`src/rtl/ecc_apb_master.sv`:
```
// APB initiator for the ECC block: writes DATA_IN, CODEWORD_WIDTH, NOISE, then CTRL, waits for done, holds response.
// Define ECC_APB_READBACK_EN to read back the three operand registers before the CTRL write.
module ecc_apb_master #(
  parameter int DATA_WIDTH      = 32,
  parameter int AMBA_ADDR_WIDTH = 20,
  parameter int AMBA_WORD       = 32,
  parameter logic [AMBA_ADDR_WIDTH-1:0] BASE_ADDR = '0,
  parameter int TIMEOUT_CYCLES  = 64
) (
  input  logic                       clk,
  input  logic                       rst,
  input  logic                       cmd_valid,
  output logic                       cmd_ready,
  input  logic [1:0]                 cmd_ctrl,
  input  logic [1:0]                 cmd_width,
  input  logic [DATA_WIDTH-1:0]      cmd_data,
  input  logic [DATA_WIDTH-1:0]      cmd_noise,
  output logic [AMBA_ADDR_WIDTH-1:0] PADDR,
  output logic [AMBA_WORD-1:0]       PWDATA,
  output logic                       PSEL,
  output logic                       PENABLE,
  output logic                       PWRITE,
  input  logic [AMBA_WORD-1:0]       PRDATA,
  input  logic                       operation_done,
  input  logic [DATA_WIDTH-1:0]      data_out,
  input  logic [1:0]                 num_of_errors,
  output logic                       rsp_valid,
  input  logic                       rsp_ready,
  output logic [DATA_WIDTH-1:0]      rsp_data,
  output logic [1:0]                 rsp_nerr,
  output logic [1:0]                 rsp_status
);

  typedef enum logic [2:0] {S_IDLE, S_SETUP, S_ACCESS, S_WAIT, S_RESP} state_t;

`ifdef ECC_APB_READBACK_EN
  localparam int NXFER = 7;
`else
  localparam int NXFER = 4;
`endif
  localparam int CTRL_IDX = NXFER - 1;
  localparam int CW = $clog2(TIMEOUT_CYCLES + 1);

  state_t                state_q;
  logic [2:0]            idx_q;
  logic [CW-1:0]         cnt_q;
  logic [1:0]            ctrl_q, width_q;
  logic [DATA_WIDTH-1:0] data_q, noise_q;

  // Transfer table: writes 0..2, optional reads 3..5, CTRL always at CTRL_IDX.
  function automatic logic [AMBA_ADDR_WIDTH-1:0] xfer_addr(input logic [2:0] idx);
    logic [AMBA_ADDR_WIDTH-1:0] off;
    if (idx == 3'(CTRL_IDX)) off = '0;
    else begin
      case (idx)
        3'd0, 3'd3: off = AMBA_ADDR_WIDTH'(4);
        3'd1, 3'd4: off = AMBA_ADDR_WIDTH'(8);
        default:    off = AMBA_ADDR_WIDTH'(12);
      endcase
    end
    return BASE_ADDR + off;
  endfunction

  function automatic logic [AMBA_WORD-1:0] xfer_word(input logic [2:0] idx, input logic [1:0] c,
                                                      input logic [1:0] w, input logic [DATA_WIDTH-1:0] d,
                                                      input logic [DATA_WIDTH-1:0] n);
    logic [AMBA_WORD-1:0] v;
    if (idx == 3'(CTRL_IDX)) v = AMBA_WORD'(c);
    else begin
      case (idx)
        3'd0, 3'd3: v = AMBA_WORD'(d);
        3'd1, 3'd4: v = AMBA_WORD'(w);
        default:    v = AMBA_WORD'(n);
      endcase
    end
    return v;
  endfunction

  // Next transfer's fields; on accept the operands come straight from the command port.
  logic [2:0]            nidx;
  logic                  n_write;
  logic [AMBA_WORD-1:0]  n_word;
  logic [AMBA_ADDR_WIDTH-1:0] n_addr;

  always_comb begin
    nidx    = (state_q == S_IDLE) ? 3'd0 : idx_q + 3'd1;
    n_write = (nidx < 3'd3) || (nidx == 3'(CTRL_IDX));
    n_addr  = xfer_addr(nidx);
    if (state_q == S_IDLE) n_word = xfer_word(nidx, cmd_ctrl, cmd_width, cmd_data, cmd_noise);
    else                   n_word = xfer_word(nidx, ctrl_q, width_q, data_q, noise_q);
  end

`ifdef ECC_APB_READBACK_EN
  logic mism_q;
  logic rd_mism;
  assign rd_mism = !PWRITE && (PRDATA != xfer_word(idx_q, ctrl_q, width_q, data_q, noise_q));
`else
  logic unused_prdata;
  assign unused_prdata = ^PRDATA;
`endif

  always_ff @(posedge clk or negedge rst) begin
    if (!rst) begin
      state_q    <= S_IDLE;
      idx_q      <= '0;
      cnt_q      <= '0;
      ctrl_q     <= '0;
      width_q    <= '0;
      data_q     <= '0;
      noise_q    <= '0;
      cmd_ready  <= 1'b0;
      PADDR      <= '0;
      PWDATA     <= '0;
      PSEL       <= 1'b0;
      PENABLE    <= 1'b0;
      PWRITE     <= 1'b0;
      rsp_valid  <= 1'b0;
      rsp_data   <= '0;
      rsp_nerr   <= '0;
      rsp_status <= '0;
`ifdef ECC_APB_READBACK_EN
      mism_q     <= 1'b0;
`endif
    end else begin
      case (state_q)
        S_IDLE: begin
          if (cmd_valid && cmd_ready) begin
            ctrl_q    <= cmd_ctrl;
            width_q   <= cmd_width;
            data_q    <= cmd_data;
            noise_q   <= cmd_noise;
            idx_q     <= 3'd0;
            cmd_ready <= 1'b0;
            PSEL      <= 1'b1;
            PENABLE   <= 1'b0;
            PWRITE    <= n_write;
            PADDR     <= n_addr;
            PWDATA    <= n_write ? n_word : '0;
`ifdef ECC_APB_READBACK_EN
            mism_q    <= 1'b0;
`endif
            state_q   <= S_SETUP;
          end else begin
            cmd_ready <= 1'b1;
          end
        end
        S_SETUP: begin
          PENABLE <= 1'b1;
          state_q <= S_ACCESS;
        end
        S_ACCESS: begin
`ifdef ECC_APB_READBACK_EN
          mism_q <= mism_q | rd_mism;
`endif
          if (idx_q == 3'(CTRL_IDX)) begin
            PSEL    <= 1'b0;
            PENABLE <= 1'b0;
            cnt_q   <= CW'(1);
            state_q <= S_WAIT;
`ifdef ECC_APB_READBACK_EN
          end else if (idx_q == 3'(CTRL_IDX - 1) && (mism_q || rd_mism)) begin
            PSEL       <= 1'b0;
            PENABLE    <= 1'b0;
            rsp_valid  <= 1'b1;
            rsp_data   <= '0;
            rsp_nerr   <= '0;
            rsp_status <= 2'b10;
            state_q    <= S_RESP;
`endif
          end else begin
            idx_q   <= nidx;
            PENABLE <= 1'b0;
            PWRITE  <= n_write;
            PADDR   <= n_addr;
            PWDATA  <= n_write ? n_word : '0;
            state_q <= S_SETUP;
          end
        end
        S_WAIT: begin
          if (operation_done) begin
            rsp_valid  <= 1'b1;
            rsp_data   <= data_out;
            rsp_nerr   <= num_of_errors;
            rsp_status <= 2'b00;
            state_q    <= S_RESP;
          end else if (cnt_q == CW'(TIMEOUT_CYCLES - 1)) begin
            // Response lands exactly TIMEOUT_CYCLES after the CTRL access cycle.
            rsp_valid  <= 1'b1;
            rsp_data   <= '0;
            rsp_nerr   <= '0;
            rsp_status <= 2'b01;
            state_q    <= S_RESP;
          end else begin
            cnt_q <= cnt_q + CW'(1);
          end
        end
        S_RESP: begin
          if (rsp_ready) begin
            rsp_valid <= 1'b0;
            cmd_ready <= 1'b1;
            state_q   <= S_IDLE;
          end
        end
        default: state_q <= S_IDLE;
      endcase
    end
  end

endmodule

```
`config.mk`:
```
export PLATFORM = sky130hd
export DESIGN_NAME = ecc_apb_master
export DESIGN_NICKNAME = d
export VERILOG_FILES = /design/src/rtl/ecc_apb_master.sv
export SDC_FILE = /design/constraint.sdc
export NUM_CORES = 1
export LEC_CHECK = 0
export ABC_AREA = 1
export BUFFER_PORTS_ARGS = -buffer_cell sky130_fd_sc_hd__buf_2
export CAP_MARGIN = 30
export CORE_MARGIN = 2
export CORE_UTILIZATION = 25
export CTS_BUF_LIST = sky130_fd_sc_hd__clkbuf_2 sky130_fd_sc_hd__clkbuf_4 sky130_fd_sc_hd__clkbuf_8
export CTS_CLUSTER_DIAMETER = 100
export DETAILED_ROUTE_END_ITERATION = 10
export PLACE_DENSITY_LB_ADDON = 0.25
export SLEW_MARGIN = 40
export SYNTH_ARGS = -nofsm -noshare
export SYNTH_HDL_FRONTEND = slang
export SYNTH_SLANG_ARGS = --single-unit
```
`constraint.sdc`:
```
create_clock -name clk -period 2.2 [get_ports clk]
set_input_delay 0.22 -clock clk [delete_from_list [all_inputs] [get_ports clk]]
set_output_delay 0.22 -clock clk [all_outputs]
set_load 0.02 [all_outputs]
```
**After elaboration in Yosys (flattened, before gate mapping)**

Cells that the tools add are included.

- Add/subtract/negate cells: 2
- Order comparisons: 1
- Eq/ne operators: 16
- Multiplexer cells: 49
- Reduce and logical (&&, ||, !) cells: 21

Operator list:

| cell | count |
|---|---|
| $mux 32 | 8 |
| $pmux 32 s2 | 3 |
| $mux 20 | 3 |
| $pmux 20 s2 | 1 |
| $mux 3 | 7 |
| $mux 7 | 3 |
| $pmux 3 s5 | 1 |
| $pmux 7 s2 | 1 |
| $eq 3x2->1 const B | 4 |
| $reduce_and 3->1 | 4 |
| $mux 1 | 10 |
| $mux 2 | 5 |
| $ne 2x2->1 const B | 5 |
| $reduce_bool 2->1 | 5 |
| $pmux 1 s2 | 4 |
| $pmux 4 s2 | 1 |
| $reduce_and 2->1 | 4 |
| $add 7x1->7 const B | 1 |
| $eq 7x6->1 const B | 1 |
| $eq 3x1->1 const B | 2 |
| $eq 3x3->1 const B | 2 |
| $logic_not 3->1 | 2 |
| $pmux 3 s2 | 1 |
| $reduce_and 4->1 | 1 |
| other kinds (9) | 10 |

- Bits in registers: 174
- Input bits: 139
- Output and inout bits: 93
- Word-level logic and storage cells: 106

**Depth between registers and ports, before layout**

Gate-level depths: netlist of the first run.

- Word-level depth: 10
- Gate-level depth with buffers: 13
- Mapped depth without buffers: 13

**Least setup slack after synthesis of the first run**

No wires, ideal clock.

- Kind: reg-to-reg
- From: reg idx_q[0]
- To: reg PWDATA[7]
- Setup time: 0.117 ns
- Data arrival time: 1.579 ns
- Data required time: 2.083 ns
- Setup slack: 0.503 ns
- Stages on the path, launching flop included: 12
- Path buffers: 2
- Clock period less this slack: 1.697 ns
- Path through: dfrtp_1 ha_1 ha_1 inv_1 nand3_2 nand2_2 buf_6 buf_6 a21oi_2 o21ai_1 nand3_1 nand2_1

- Longest elaborated chain between the ends: 10
- Elaborated cells between the ends (all ways): 22
- Classes of those cells: add/sub (1); order compare (1); eq/ne (5); mux (10); reduce/logical (5)

Ends and longest elaborated chain:

| item | line | RTL |
|---|---|---|
| start, declared | 45 | `logic [2:0] idx_q;` |
| start signal, assigned | 171 | `idx_q <= nidx;` |
| $add 3x1->3 | 86 | `nidx = (state_q == S_IDLE) ? 3'd0 : idx_q + 3'd1;` |
| $mux 3 | 86 |  |
| $eq 3x1->1 (tied with other cells) | 70 | `case (idx)` |
| $reduce_or 2->1 | 70 |  |
| $pmux 32 s2 | 70 |  |
| $mux 32 | 68 | `if (idx == 3'(CTRL_IDX)) v = AMBA_WORD'(c);` |
| $mux 32 | 89 | `if (state_q == S_IDLE) n_word = xfer_word(nidx, cmd_ctrl, cmd_width, cmd_data, cmd_noise);` |
| $mux 32 | 138, 175 |  |
| $mux 32, on equally long branches | 155, 127 |  |
| $pmux 32 s2 | 125 | `case (state_q)` |
| end signal, assigned | 138 | `PWDATA <= n_write ? n_word : '0;` |
| end signal, assigned | 175 | `PWDATA <= n_write ? n_word : '0;` |
| end, declared | 19 | `output logic [AMBA_WORD-1:0] PWDATA,` |

Parallel ways exist; a longest one is shown, timed or not. The select of a mux whose other input is x is not followed.
A chain may end at the register's enable or synchronous reset.

**Worst setup path after layout of the first run**

- From: reg idx_q[0]
- To: reg PWDATA[5]

The elaborated chain is that of the path after synthesis.

==> results_dict.tcl, run 1 <==
set metrics [dict create \
    slew_violations 0 \
    netlist_top_cells_area "dfrtp_1 55%, nand2_1 16%, nand3_1 5.3%, a22o_1 4.2%, o21ai_0 2.8%" \
    synth_area_leader_cell "dfrtp_1" \
    status "finished clean" \
    async_flop_share_pct 100 \
    initial_core_util_pct 25.4 \
    fin_nets 1204 \
    vias 6175 \
    clockBufferDepth 2 \
    clock-root-buffer "clkbuf_8" \
    multiInputGateArea_mm2 0.00260 \
    drt_iter0_markers 239 \
    synthTopCellsByCount "304 x nand2_1, 155 x dfrtp_1, 75 x nand3_1, 52 x inv_1, 40 x o21ai_0" \
    path_class "reg2reg" \
    tightestPinTransition_ns 0.618 \
    reg2reg_from "idx_q[0]" \
    gp_congestion 0.732 \
    pwr-share-clk_pct 17.6 \
    post-cts-setup-buffers 0 \
    synth_seq_cells 155 \
    wl_per_cell_um 13.9 \
    hold_viol 0 \
    regArea_mm2 0.00388 \
    hold_path.class "in2reg" \
    fin_crit_sh_pct 90.4 \
    skew_ns 0.0178 \
    htreeDepth 4 \
    vdd.ir_drop.worst_v 0.000530 \
    core_mm2 0.0278 \
    drv_cap 0 \
    routed_wl_mm 20.2 \
    hold_path_depth 2 \
    critPathArrivalTime_ns 2.32 \
    power_frac_comb_pct 46.9 \
    power.switching_uw 5750 \
    port_buffers 180 \
    syn-cell-area_mm2 0.00706 \
    setup_ws_ns 0.211 \
    clkTransAtPathRegs_ns 0.09 \
    pwr-share-seq_pct 35.5 \
    pwr_density_cell_mw_per_mm2 1390 \
    yosys.area.top_type_share_pct 55.0 \
    clock_latency_ns 0.44 \
    io_pins 232 \
    critPathLaunch "idx_q[0]" \
    grt_pass1_vias 6146 \
    min_period_ns 1.99 \
    reg2reg_to "PWDATA[5]" \
    yosys_warnings 0 \
    synth_cell_type_count 33 \
    r2r_slack_ns 0.21 \
    syn_avg_cell_area_um2 8.67 \
    die_area_mm2 0.0296 \
    grt_max_degree 55 \
    synth-edff-count 0 \
    n_fill_cell 2977 \
    first_pass_iters 4 \
    end_kind "flop" \
    die_h_um 172 \
    track_usage_pct 13.8 \
    p_leak_uw 0.00504 \
    ant_nets 0 \
    cp.required_ns 2.53 \
    fmax_ghz 0.503 \
    drc 0 \
    worstRegToRegCells 11 \
    yosysSeqAreaShare_pct 55.0 \
    post-route-util_pct 34.2 \
    finalPower_uw 13200 \
    antenna_found_initial 2 \
    grt_pass1_wl_mm 31.7 \
    crit_path_start_kind "flop" \
    overflow 0 \
    dpl.hpwl_mm 13.2 \
    preCtsSetupSlack_ns 0.190 \
    finalSetupViolCount 0 \
    p_int_uw 7450 \
    netlist_instances 814 \
    swShare_pct 43.6 \
    drive_gt1_share_pct 24.0 \
    numCtsBuffers 17 \
    cts.sinks 155 \
    synth.most_common_cell "nand2_1" \
    ys.flop_type "dfrtp_1" \
    setup-tns-final_ns 0 \
    area_growth_pct 34.5 \
    viasPerCell 4.25 \
    setup.worst_path.end "PWDATA[5]" \
    slew_headroom_pct 58.7 \
    die_width_um 172 \
    crit_fanout 15 \
    cts_tree "done" \
    rsz0062_at_grt "no" \
    num_rows 61 \
]
## worst min path at each step
stage / start / endpoint / slack (ns)
floorplan: rst / PADDR[2] / -0.08
global route: data_out[8] / rsp_data[8] / 0.002
finish: data_out[3] / rsp_data[3] / 0.04
CTS: data_out[3] / rsp_data[3] / 0.0005
global placement: rst / rsp_data[6] / 0.23
detailed placement: rst / rsp_data[1] / 0.23
## layer usage
layer	up-vias	global-route usage [%]	wire, um
met5	-	0	13
met4	2	2.52	106
met3	8	4.17	1400
met2	178	23.5	9430
met1	2908	17.4	9300
li1	3079	-	-
## worst max-delay path, cell delays in order (launching register included)
cell and delay [ns]:
dfrtp_1 0.41, ha_1 0.20, ha_1 0.29, inv_1 0.15, nand3_2 0.09, nand2_2 0.12
inv_1 0.07, buf_4 0.20, nand2_1 0.08, nand3_1 0.06, nand3_1 0.12, nand2_1 0.07
## power groups by stage
stage	registers [uW]	clock network [uW]	logic, uW
finish	4680	2330	6190
global route	4830	2550	7060
CTS	4680	2440	6320
detailed placement	4730	0	6180
global placement	4710	0	6140
floorplan	5330	0	3590
## through the flow
stage	instance area, um2	std cells	hold slack (ns)
after floorplan	7120	832	-0.0756
after detailed placement	8320	1347	0.232
after CTS	9480	1452	0.000543
final	9490	1453	0.0417
after global routing	9490	1452	0.00214
after global placement	8320	1347	0.231
## area by class of cell
| type | instances | area share, % |
|---|---|---|
| Clock buffer | 19 | 2.76 |
| Multi-Input combinational cell | 553 | 27.4 |
| Tap cell | 378 | 4.98 |
| Antenna cell | 1 | 0.0264 |
| Clock inverter | 12 | 1.70 |
| Inverter | 62 | 2.45 |
| Sequential cell | 155 | 40.9 |
| Timing Repair Buffer | 273 | 19.8 |
## kinds of logic (layout without fill, tap and decap cells)
kind of cell               Yosys count  count (layout)  share of synthesized area (%)
AOI/OAI and AO/OA                  118             118                           10.3
xor gates and xnor gates             3               3                          0.372
adders and majority gates            3               3                          0.532
buffers and inverters              124             366                           9.15
DFF                                155             155                           55.0
other                                1              20                         0.0531
and+or+nand+nor                    410             410                           24.6
## state kept, by name, summed over array words and instances (netlist names)
name / count
rsp_data: 32
cnt_q: 7
data_q: 32
state_q: 3
noise_q: 32
PWRITE: 1
rsp_status: 1
PSEL: 1
PENABLE: 1
idx_q: 3
width_q: 2
PADDR: 2
rsp_valid: 1
PWDATA: 32
rsp_nerr: 2
cmd_ready: 1
ctrl_q: 2
## layout by cell type, fill, tap and decap left out, types with 7 or more instances in the layout
cell type and instances:
buf_4 11, inv_2 10, a21oi_1 7, nand3_1 75, buf_2 179, o21ai_1 33
inv_1 52, clkbuf_8 19, o21ai_0 40, conb_1 19, buf_12 7, dfrtp_1 155
dlygate4sd3_1 74, nand2_1 304, a22o_1 34
## repair_timing
item	in CTS	in global routing
hold buffers	74	0
endpoints found under the setup margin	0	1
gates resized for setup	0	1
hold endpoints to repair	124	0
Note: power is estimated with default switching activity, not from simulation.
==> inputs of run 2 (changes only) <==
- CORE_UTILIZATION: 25 -> 47
==> results_dict.tcl, run 2 (synthesis results as in run 1) <==
set metrics [dict create \
    status "finished clean" \
    gp_congestion 0.791 \
    tightestPinTransition_ns 0.574 \
    crit_path_start_kind "flop" \
    end_kind "flop" \
    die_h_um 127 \
    rsz0062_at_grt "no" \
    path_delay_family "simple AND/OR/NAND/NOR gates" \
    cpPeakStageDelay_ns 0.41 \
    core_mm2 0.0146 \
    fin_nets 1200 \
    post-cts-setup-buffers 0 \
    io_pins 232 \
    min_period_ns 1.99 \
    grt_max_degree 62 \
    wl_per_cell_um 14.2 \
    finalSetupViolCount 0 \
    vdd.ir_drop.worst_v 0.000633 \
    p_leak_uw 0.00505 \
    most-common-layout-cells "304 x nand2_1, 179 x buf_2, 155 x dfrtp_1" \
    post-route-util_pct 63.4 \
    reg2reg_from "idx_q[0]" \
    grt_pass1_vias 6126 \
    antenna_found_initial 0 \
    worst-path-buf-inv 2 \
    die_width_um 127 \
    skew_ns 0.0126 \
    numCtsBuffers 17 \
    ant_nets 0 \
    cts.sinks 155 \
    setup-tns-final_ns 0 \
    drc 0 \
    clkTransAtPathRegs_ns 0.08 \
    clock-root-buffer "clkbuf_8" \
    htreeDepth 4 \
    grt_pass1_wl_mm 29.3 \
    diodes 0 \
    clockBufferDepth 2 \
    drive_gt1_share_pct 23.9 \
    track_usage_pct 22.9 \
    pwr_density_cell_mw_per_mm2 1430 \
    hold_viol 0 \
    viasPerCell 4.94 \
    vias 6199 \
    holdWs_ns 0.0371 \
    cts_tree "done" \
    routed_wl_mm 17.8 \
    area_growth_pct 31.1 \
    clock_latency_ns 0.45 \
    crit_chain "ha_1, ha_1, inv_1, nand3_2, nand2_2, buf_12, nand2_1, nand3_1, nand3_1, nand2_1" \
    crit_fanout 60 \
    num_rows 44 \
    port_buffers 180 \
    fin_crit_sh_pct 90.5 \
    cp.required_ns 2.59 \
    dpl.hpwl_mm 11.2 \
    initial_core_util_pct 48.4 \
    drt_iter0_markers 273 \
    hold_path.class "in2reg" \
    first_pass_iters 5 \
    final_common_cell "nand2_1" \
    slew_violations 0 \
    die_area_mm2 0.0160 \
    slew_headroom_pct 61.7 \
    cp_slowest_cell "dfrtp_1" \
    worstHoldStart "cmd_data[8]" \
    critPathArrivalTime_ns 2.38 \
    critPathLaunch "idx_q[0]" \
    path_class "reg2reg" \
    fmax_ghz 0.502 \
    overflow 0 \
    drv_cap 0 \
]
-- run 2: report_power, final --
part           internal, uW  switching (uW)  leakage, uW
Clock                  1420            1030     0.000230
Combinational          2170            3870      0.00285
Sequential             4070             627      0.00196
-- run 2: layer usage --
layer	global-route usage, %	part of all wire (%)
met2	37.6	48
met1	29.6	44
met3	5.27	5.9
met4	8.66	2.4
met5	0	0
-- run 2: worst paths after layout --
path / end / cells after the start / slack, ns
worst max-delay path: PWDATA[17] / 10 / 0.21
worst max register to register: PWDATA[17] / 10 / 0.21
worst min register to register: noise_q[10] / 2 / 0.47
max in group asynchronous: noise_q[10] / 3 / 1.24
min in group asynchronous: PWDATA[22] / 2 / 0.31
worst min-delay path: data_q[8] / 3 / 0.04
-- run 2: cell type report --
cell class | count | area [um2]
Fill cell | 1230 | 5340
Sequential cell | 155 | 3880
Multi-Input combinational cell | 553 | 2600
Timing Repair Buffer | 269 | 1850
Clock buffer | 21 | 270
Inverter | 62 | 233
Tap cell | 184 | 230
Clock inverter | 11 | 193
-- run 2: worst min-delay path, delay by kind of cell --
family	cells	cell delay, ns
buffers and inverters	2	0.14
AOI/OAI and AO/OA	1	0.08
-- run 2: metrics by stage --
stage                     area, um2  setup slack [ns]  std cells  power [uW]
after floorplan                7120             0.503        832        8920
after detailed placement       8060             0.170       1150       10700
after CTS                      9250             0.144       1255       13300
after global routing           9250            0.0389       1255       14200
final                          9250             0.209       1255       13200
after global placement         8060             0.203       1150       10600
-- run 2: what timing repair did --
action / in CTS / in global routing
resized for setup: 0 / 1
endpoints found under the setup margin: 0 / 14
hold buffers: 73 / 0
endpoints found under the hold margin: 131 / 0
